==> src/rtl/fft_pkg.sv <==
// Shared constants, FSM state encoding and index helpers for the radix-2 DIT FFT.
// The fixed-point widths are consumed by the butterfly datapath, not by the sequencer.
package fft_pkg;

    localparam int LOG2N    = 5;
    localparam int N        = 1 << LOG2N;
    localparam int bits     = 16;
    localparam int fix_bit  = 7;
    localparam int BITREV_W = 8;

    typedef enum logic [1:0] {
        ST_IDLE   = 2'd0,
        ST_LOAD   = 2'd1,
        ST_CALC   = 2'd2,
        ST_UNLOAD = 2'd3
    } state_t;

    // Reverses the low w bits of v; shifting avoids variable bit indexing.
    function automatic logic [BITREV_W-1:0] bitrev(input logic [BITREV_W-1:0] v, input int w);
        logic [BITREV_W-1:0] r;
        logic [BITREV_W-1:0] t;
        r = '0;
        t = v;
        for (int i = 0; i < BITREV_W; i++) begin
            if (i < w) begin
                r = {r[BITREV_W-2:0], t[0]};
                t = t >> 1;
            end
        end
        return r;
    endfunction

endpackage

==> src/rtl/fft_sequencer_if.sv <==
// Signal bundle between the FFT sequencer (master) and the host, RAM and butterfly datapath.
// Strobes only, no backpressure: IN_VALID high in LOAD consumes one sample that cycle; OUT_VALID marks one RAM word.
interface fft_sequencer_if
    import fft_pkg::*;
#(
    parameter int LOG2N = fft_pkg::LOG2N
);

    logic             START;
    logic             IN_VALID;
    logic             LD_WE;
    logic [LOG2N-1:0] LD_ADDR;
    logic             RD_EN;
    logic [LOG2N-1:0] RD_ADDR_A;
    logic [LOG2N-1:0] RD_ADDR_B;
    logic [LOG2N-2:0] TW_IDX;
    logic             WR_EN;
    logic [LOG2N-1:0] WR_ADDR_A;
    logic [LOG2N-1:0] WR_ADDR_B;
    logic [2:0]       STAGE;
    logic [LOG2N-1:0] OUT_RD_ADDR;
    logic             OUT_VALID;
    logic             OUT_LAST;
    logic             BUSY;
    logic             DONE;
    state_t           DBG_STATE;

    modport master (
        input  START, IN_VALID,
        output LD_WE, LD_ADDR, RD_EN, RD_ADDR_A, RD_ADDR_B, TW_IDX,
               WR_EN, WR_ADDR_A, WR_ADDR_B, STAGE, OUT_RD_ADDR,
               OUT_VALID, OUT_LAST, BUSY, DONE, DBG_STATE
    );

    modport slave (
        output START, IN_VALID,
        input  LD_WE, LD_ADDR, RD_EN, RD_ADDR_A, RD_ADDR_B, TW_IDX,
               WR_EN, WR_ADDR_A, WR_ADDR_B, STAGE, OUT_RD_ADDR,
               OUT_VALID, OUT_LAST, BUSY, DONE, DBG_STATE
    );

endinterface

==> src/rtl/fft_bf_addr_gen.sv <==
// Maps (stage, butterfly index) to the in-place operand pair and twiddle ROM index.
// Purely combinational; the caller gates the results with its read strobe.
module fft_bf_addr_gen
    import fft_pkg::*;
#(
    parameter int LOG2N = fft_pkg::LOG2N
) (
    input  logic [2:0]       stage_i,
    input  logic [LOG2N-2:0] k_i,
    output logic [LOG2N-1:0] addr_a_o,
    output logic [LOG2N-1:0] addr_b_o,
    output logic [LOG2N-2:0] tw_idx_o
);

    logic [LOG2N-1:0] k_ext;
    logic [LOG2N-1:0] span;
    logic [LOG2N-1:0] mask;

    // Bits above the stage move up one place to open a zero at bit s; B sets that bit.
    always_comb begin
        k_ext    = {1'b0, k_i};
        span     = LOG2N'(1) << stage_i;
        mask     = span - LOG2N'(1);
        addr_a_o = ((k_ext & ~mask) << 1) | (k_ext & mask);
        addr_b_o = addr_a_o | span;
        tw_idx_o = (k_i & mask[LOG2N-2:0]) << (3'(LOG2N - 1) - stage_i);
    end

endmodule

==> src/rtl/fft_sequencer.sv <==
// Control sequencer for the in-place radix-2 DIT FFT: bit-reversed load, staged
// butterfly issue with write-back delay line, then natural-order unload.
module fft_sequencer
    import fft_pkg::*;
#(
    parameter int LOG2N      = fft_pkg::LOG2N,
    parameter int BF_LATENCY = 2
) (
    input  logic            CLK,
    input  logic            RST,
    fft_sequencer_if.master bus
);

    localparam int N    = 1 << LOG2N;
    localparam int HALF = N / 2;
    localparam int KW   = LOG2N - 1;
    localparam int BW   = $clog2(BF_LATENCY + 1);
    localparam int UW   = LOG2N + 1;

    typedef struct packed {
        logic             en;
        logic [LOG2N-1:0] a;
        logic [LOG2N-1:0] b;
    } wb_t;

    state_t           state_q, state_d;
    logic [LOG2N-1:0] c_q, c_d;
    logic [2:0]       s_q, s_d;
    logic [KW-1:0]    k_q, k_d;
    logic             bar_q, bar_d;
    logic [BW-1:0]    bar_cnt_q, bar_cnt_d;
    logic [UW-1:0]    u_q, u_d;
    logic             out_valid_q;
    logic             out_last_q;
    wb_t              line_q [BF_LATENCY];

    logic             rd_en;
    logic             u_strobe;
    logic [LOG2N-1:0] gen_a;
    logic [LOG2N-1:0] gen_b;
    logic [KW-1:0]    gen_tw;
    logic [LOG2N-1:0] rd_a;
    logic [LOG2N-1:0] rd_b;
    logic [KW-1:0]    rd_tw;

    fft_bf_addr_gen #(
        .LOG2N (LOG2N)
    ) u_addr_gen (
        .stage_i  (s_q),
        .k_i      (k_q),
        .addr_a_o (gen_a),
        .addr_b_o (gen_b),
        .tw_idx_o (gen_tw)
    );

    always_comb begin
        rd_en    = (state_q == ST_CALC) && !bar_q;
        u_strobe = (state_q == ST_UNLOAD) && (u_q < UW'(N));
        rd_a     = rd_en ? gen_a  : '0;
        rd_b     = rd_en ? gen_b  : '0;
        rd_tw    = rd_en ? gen_tw : '0;
    end

    always_comb begin
        state_d   = state_q;
        c_d       = c_q;
        s_d       = s_q;
        k_d       = k_q;
        bar_d     = bar_q;
        bar_cnt_d = bar_cnt_q;
        u_d       = u_q;
        unique case (state_q)
            ST_IDLE: begin
                if (bus.START) state_d = ST_LOAD;
            end
            ST_LOAD: begin
                if (bus.IN_VALID) begin
                    c_d = c_q + LOG2N'(1);
                    if (c_q == LOG2N'(N - 1)) state_d = ST_CALC;
                end
            end
            ST_CALC: begin
                if (!bar_q) begin
                    k_d = k_q + KW'(1);
                    if (k_q == KW'(HALF - 1)) begin
                        bar_d     = 1'b1;
                        bar_cnt_d = '0;
                    end
                end else if (bar_cnt_q == BW'(BF_LATENCY - 1)) begin
                    // Stage advances only once the last write-back of this stage has landed.
                    bar_d     = 1'b0;
                    bar_cnt_d = '0;
                    if (s_q == 3'(LOG2N - 1)) begin
                        s_d     = '0;
                        state_d = ST_UNLOAD;
                    end else begin
                        s_d = s_q + 3'd1;
                    end
                end else begin
                    bar_cnt_d = bar_cnt_q + BW'(1);
                end
            end
            ST_UNLOAD: begin
                // One extra cycle after the last address lets OUT_VALID/DONE drain while BUSY.
                if (u_strobe) begin
                    u_d = u_q + UW'(1);
                end else begin
                    u_d     = '0;
                    state_d = ST_IDLE;
                end
            end
            default: state_d = ST_IDLE;
        endcase
    end

    always_ff @(posedge CLK) begin
        if (RST) begin
            state_q     <= ST_IDLE;
            c_q         <= '0;
            s_q         <= '0;
            k_q         <= '0;
            bar_q       <= 1'b0;
            bar_cnt_q   <= '0;
            u_q         <= '0;
            out_valid_q <= 1'b0;
            out_last_q  <= 1'b0;
        end else begin
            state_q     <= state_d;
            c_q         <= c_d;
            s_q         <= s_d;
            k_q         <= k_d;
            bar_q       <= bar_d;
            bar_cnt_q   <= bar_cnt_d;
            u_q         <= u_d;
            out_valid_q <= u_strobe;
            out_last_q  <= u_strobe && (u_q == UW'(N - 1));
        end
    end

    always_ff @(posedge CLK) begin
        if (RST) begin
            for (int i = 0; i < BF_LATENCY; i++) line_q[i] <= '0;
        end else begin
            line_q[0] <= {rd_en, rd_a, rd_b};
            for (int i = 1; i < BF_LATENCY; i++) line_q[i] <= line_q[i-1];
        end
    end

    assign bus.LD_WE       = (state_q == ST_LOAD) && bus.IN_VALID;
    assign bus.LD_ADDR     = LOG2N'(bitrev(BITREV_W'(c_q), LOG2N));
    assign bus.RD_EN       = rd_en;
    assign bus.RD_ADDR_A   = rd_a;
    assign bus.RD_ADDR_B   = rd_b;
    assign bus.TW_IDX      = rd_tw;
    assign bus.WR_EN       = line_q[BF_LATENCY-1].en;
    assign bus.WR_ADDR_A   = line_q[BF_LATENCY-1].a;
    assign bus.WR_ADDR_B   = line_q[BF_LATENCY-1].b;
    assign bus.STAGE       = s_q;
    assign bus.OUT_RD_ADDR = u_q[LOG2N-1:0];
    assign bus.OUT_VALID   = out_valid_q;
    assign bus.OUT_LAST    = out_last_q;
    assign bus.DONE        = out_last_q;
    assign bus.BUSY        = (state_q != ST_IDLE);
    assign bus.DBG_STATE   = state_q;

endmodule

==> src/flat_wrapper.sv <==
// flat-port wrapper written by rule: the top's interface ports become plain ports
module fft_sequencer_flat import fft_pkg::*;
#(
    parameter int LOG2N      = fft_pkg::LOG2N,
    parameter int BF_LATENCY = 2
)
  (CLK, RST, bus_START, bus_IN_VALID, bus_LD_WE, bus_LD_ADDR, bus_RD_EN, bus_RD_ADDR_A, bus_RD_ADDR_B, bus_TW_IDX, bus_WR_EN, bus_WR_ADDR_A, bus_WR_ADDR_B, bus_STAGE, bus_OUT_RD_ADDR, bus_OUT_VALID, bus_OUT_LAST, bus_BUSY, bus_DONE, bus_DBG_STATE);
  fft_sequencer_if #(.LOG2N(LOG2N)) bus_i ();
  input  logic CLK;
  input  logic RST;
  input wire logic [$bits(bus_i.START)-1:0] bus_START;
  input wire logic [$bits(bus_i.IN_VALID)-1:0] bus_IN_VALID;
  output wire logic [$bits(bus_i.LD_WE)-1:0] bus_LD_WE;
  output wire logic [$bits(bus_i.LD_ADDR)-1:0] bus_LD_ADDR;
  output wire logic [$bits(bus_i.RD_EN)-1:0] bus_RD_EN;
  output wire logic [$bits(bus_i.RD_ADDR_A)-1:0] bus_RD_ADDR_A;
  output wire logic [$bits(bus_i.RD_ADDR_B)-1:0] bus_RD_ADDR_B;
  output wire logic [$bits(bus_i.TW_IDX)-1:0] bus_TW_IDX;
  output wire logic [$bits(bus_i.WR_EN)-1:0] bus_WR_EN;
  output wire logic [$bits(bus_i.WR_ADDR_A)-1:0] bus_WR_ADDR_A;
  output wire logic [$bits(bus_i.WR_ADDR_B)-1:0] bus_WR_ADDR_B;
  output wire logic [$bits(bus_i.STAGE)-1:0] bus_STAGE;
  output wire logic [$bits(bus_i.OUT_RD_ADDR)-1:0] bus_OUT_RD_ADDR;
  output wire logic [$bits(bus_i.OUT_VALID)-1:0] bus_OUT_VALID;
  output wire logic [$bits(bus_i.OUT_LAST)-1:0] bus_OUT_LAST;
  output wire logic [$bits(bus_i.BUSY)-1:0] bus_BUSY;
  output wire logic [$bits(bus_i.DONE)-1:0] bus_DONE;
  output wire logic [$bits(bus_i.DBG_STATE)-1:0] bus_DBG_STATE;
  assign bus_i.START = bus_START;
  assign bus_i.IN_VALID = bus_IN_VALID;
  assign bus_LD_WE = bus_i.LD_WE;
  assign bus_LD_ADDR = bus_i.LD_ADDR;
  assign bus_RD_EN = bus_i.RD_EN;
  assign bus_RD_ADDR_A = bus_i.RD_ADDR_A;
  assign bus_RD_ADDR_B = bus_i.RD_ADDR_B;
  assign bus_TW_IDX = bus_i.TW_IDX;
  assign bus_WR_EN = bus_i.WR_EN;
  assign bus_WR_ADDR_A = bus_i.WR_ADDR_A;
  assign bus_WR_ADDR_B = bus_i.WR_ADDR_B;
  assign bus_STAGE = bus_i.STAGE;
  assign bus_OUT_RD_ADDR = bus_i.OUT_RD_ADDR;
  assign bus_OUT_VALID = bus_i.OUT_VALID;
  assign bus_OUT_LAST = bus_i.OUT_LAST;
  assign bus_BUSY = bus_i.BUSY;
  assign bus_DONE = bus_i.DONE;
  assign bus_DBG_STATE = bus_i.DBG_STATE;
  fft_sequencer #(.LOG2N(LOG2N), .BF_LATENCY(BF_LATENCY)) u_core (.CLK(CLK), .RST(RST), .bus(bus_i));
endmodule
==> config.mk <==
export PLATFORM = sky130hd
export DESIGN_NAME = fft_sequencer_flat
export DESIGN_NICKNAME = d
export VERILOG_FILES = /design/src/rtl/fft_pkg.sv /design/src/rtl/fft_sequencer_if.sv /design/src/rtl/fft_bf_addr_gen.sv /design/src/rtl/fft_sequencer.sv /design/src/flat_wrapper.sv
export SDC_FILE = /design/constraint.sdc
export NUM_CORES = 1
export LEC_CHECK = 0
export CAP_MARGIN = 30
export CORE_ASPECT_RATIO = 2
export CORE_MARGIN = 8
export CORE_UTILIZATION = 38
export CTS_CLUSTER_SIZE = 12
export DETAILED_ROUTE_END_ITERATION = 8
export DONT_BUFFER_PORTS = 1
export PLACE_DENSITY_LB_ADDON = 0.15
export SLEW_MARGIN = 20
export SYNTH_ARGS = -nofsm -noshare
export SYNTH_HDL_FRONTEND = slang
export SYNTH_SLANG_ARGS = --single-unit
==> constraint.sdc <==
create_clock -name CLK -period 2.9 [get_ports CLK]
set_clock_uncertainty 0.1 [all_clocks]
set_input_delay 0.29 -clock CLK [delete_from_list [all_inputs] [get_ports CLK]]
set_output_delay 0.29 -clock CLK [all_outputs]
set_load 0.01 [all_outputs]
==> impl_metrics.csv <==
group,metric,value,unit
routing,routedWlPerCell,16.3,um
clock_tree,h-tree-depth,2,
setup_path,critPathTopFamily,"multiplexers",
die,rows,40,
routing,drc,0,
setup_path,slowest_stage,"dfxtp_2",
global_route,grt_pass1_wl,8.31,mm
setup_path,arrival,2340,ps
cells_and_area,drive_above_1_share,10.5,%
setup_path,critPathMaxFanout,7,
clock_tree,clock_insertion_delay_worst_skew,290,ps
clock_tree,clkTransAtPathRegs,70,ps
routing,wl,5.08,mm
setup_path,r2r_slack,810,ps
clock_tree,cts_sinks,47,
cells_and_area,multi_input_area,1150,sq um
synth,ys_ff_latch,47,
timing,min_period_over_period,94.1,%
synth,syn_area_per_cell,8.94,sq um
timing,setup_violations,0,
synth,syn_inst,258,
routing,first_pass_iters,2,
timing,max_freq,0.366,GHz
die,start_util,38.7,%
placement,hpwl,3.78,mm
synth,syn-num-nets,278,
cells_and_area,nets,267,
routing,viasPerCell,5.21,
synth,synth.distinct_cells,44,
clock_tree,clk_path_buf_depth,2,
placement,place_ws,367,ps
global_route,antenna_found_initial,0,
pwr,leakagePower,0.000946,uW
synth,synth-async-reset-ratio,0,%
setup_path,cp-start-kind,"flip-flop",
setup_path,slowest_delay,410,ps
cells_and_area,final_cell_mix,"44 x dfxtp_1, 32 x nor2_1, 22 x a21oi_1, 17 x nor2b_1, 16 x ha_1",
cells_and_area,syn2layout_area_growth,6.84,%
placement,portBuffers,0,
die,fp.dieArea,8970,sq um
clock_tree,cts_setup_buffers,0,
setup_path,end_kind,"output port",
cells_and_area,fillers,600,
timing,drv_slew,0,
global_route,track_usage,12.0,%
timing,slew_headroom,71.6,%
flow_run,maxCapViolations,0,
timing,layout_setup_ws,171,ps
synth,ys_seq_area_share,40.8,%
routing,antenna_left,0,
timing,final_hold_viol_count,0,
die,die_w,71.1,um
worst_hold_path,min_path_type,"in2reg",
global_route,globalRouteOverflowTotal,0,
synth,synth.cell_area,2310,sq um
global_route,grt_max_degree,37,
cells_and_area,utilization,41.4,%
timing,tightest_slew,424,ps
routing,drt-initial-drc-count,37,
cells_and_area,diodes,0,
pwr,vdd.ir_drop.worst,390,uV
die,core_area,5960,sq um
timing,tns,0,ps
worst_hold_path,worstHoldStart,"bus_IN_VALID",
synth,synth-edff-count,0,
global_route,first_global_vias,1645,
die,io_pins,50,
timing,rsz0062_at_grt,"no",
clock_tree,cts_made_buffers,5,
setup_path,crit_cells,7,
clock_tree,cts_tree,"built",
pwr,cellPowerDensity,690,nW/um^2
cells_and_area,layout_commonest_cell,"dfxtp_1",
placement,gp_congestion,0.870,
routing,vias,1621,
setup_path,worstPathRequired,2510,ps
synth,yosysWarnings,0,
setup_path,rr_worst_depth,8,
setup_path,crit_buf_inv,1,
worst_hold_path,hold_depth,3,
setup_path,crit_chain,"inv_1, ha_1, ha_1, nand2b_1, mux2_4, mux2_4, a221oi_2",
run_status,status,"complete, no violations",
setup_path,r2r_start,"u_core.bus.STAGE[0]",
setup_path,startpoint,"u_core.bus.STAGE[0]",
setup_path,critPathKind,"reg2out",
clock_tree,cts_root_buf,"clkbuf_16",
synth,synth_top_flop_cell,"dfxtp_1",
die,die_h,126,um
timing,period_needed,2730,ps
cells_and_area,seqCellArea,945,sq um
==> final timing paths <==
kind                                              to
worst max-delay path                   bus_TW_IDX[3]
worst min-delay path                   u_core.c_q[4]
worst max register to register   u_core.line_q[0][7]
worst min register to register  u_core.line_q[0][21]
==> synth_stat cells, drive strengths merged (3+ instances only) <==
master / instances / area share [%]
buf: 18 / 5.9
a31oi: 5 / 1.4
nor2: 32 / 5.2
a21oi: 22 / 4.8
clkbuf: 7 / 1.1
ha: 16 / 8.7
nand2: 15 / 2.4
nor3: 5 / 1.1
dfxtp: 47 / 41
xor2: 4 / 1.5
nand3b: 3 / 0.98
nor2b: 18 / 5.0
inv: 13 / 2.1
nand2b: 8 / 2.2
and3: 3 / 0.81
nand3: 4 / 0.87
mux2i: 5 / 2.2
==> repair_timing <==
action	CTS	global route
hold buffers	1	0
endpoints found under the hold margin	36	0
setup endpoints to repair	0	4
gates resized for setup	0	3
==> metrics by stage <==
step / total power [uW] / std cells / hold slack, ps / instance area (sq um)
after floorplan: 987 / 258 / 314 / 2310
after global placement: 1050 / 302 / 266 / 2270
after detailed placement: 1050 / 302 / 268 / 2270
after CTS: 1740 / 311 / 133 / 2460
after global routing: 1810 / 311 / 165 / 2460
final: 1700 / 311 / 139 / 2460
==> power breakdown <==
part	switching (uW)	internal (uW)	total [uW]
registers	58.4	683	741
clock network	252	411	663
logic	187	109	296
total	498	1200	1700
==> sequential cells by signal, summed over array words and instances, names as in the netlist <==
name	cells
u_core.bar_cnt_q	2
u_core.bar_q	1
u_core.bus.DBG_STATE	2
u_core.bus.DONE	1
u_core.bus.OUT_VALID	1
u_core.bus.STAGE	3
u_core.c_q	5
u_core.k_q	4
u_core.line_q	22
u_core.u_q	6
==> metal layers <==
layer  vias to the layer above  track usage, %  share of wire, %  routed length [um]
met5                         -               0                 0                   0
met4                         0            7.05               2.7                 136
met3                         9            3.50               4.6                 236
met2                        29            22.6                56                2830
met1                       752            10.6                37                1880
li1                        831               -                 -                   -
==> logic make-up after synthesis <==
family	after synthesis	synth area share, %
AO/OA/AOI/OAI	46	13.9
XOR/XNOR	6	2.28
adder cells (fa/ha/maj)	16	8.68
buffers and inverters	38	9.17
flip-flops	47	40.8
multiplexers	7	3.47
AND/OR/NAND/NOR	98	21.6
==> worst register-to-register path, delay by kind of cell, from the launching register on <==
family          cells  cell delay, ps
compound gates      1             460
fa+ha+maj           2             410
buf+inv             3             390
flops               1             410
mux                 1             110
simple gates        1              90
==> cell type report <==
class	count	share of cell area [%]
Tap cell	63	3.20
Inverter	13	1.98
Sequential cell	47	38.3
Clock inverter	3	1.93
Multi-Input combinational cell	173	46.8
Clock buffer	5	5.08
Timing Repair Buffer	7	2.64
(Power assumes the default switching activity.)
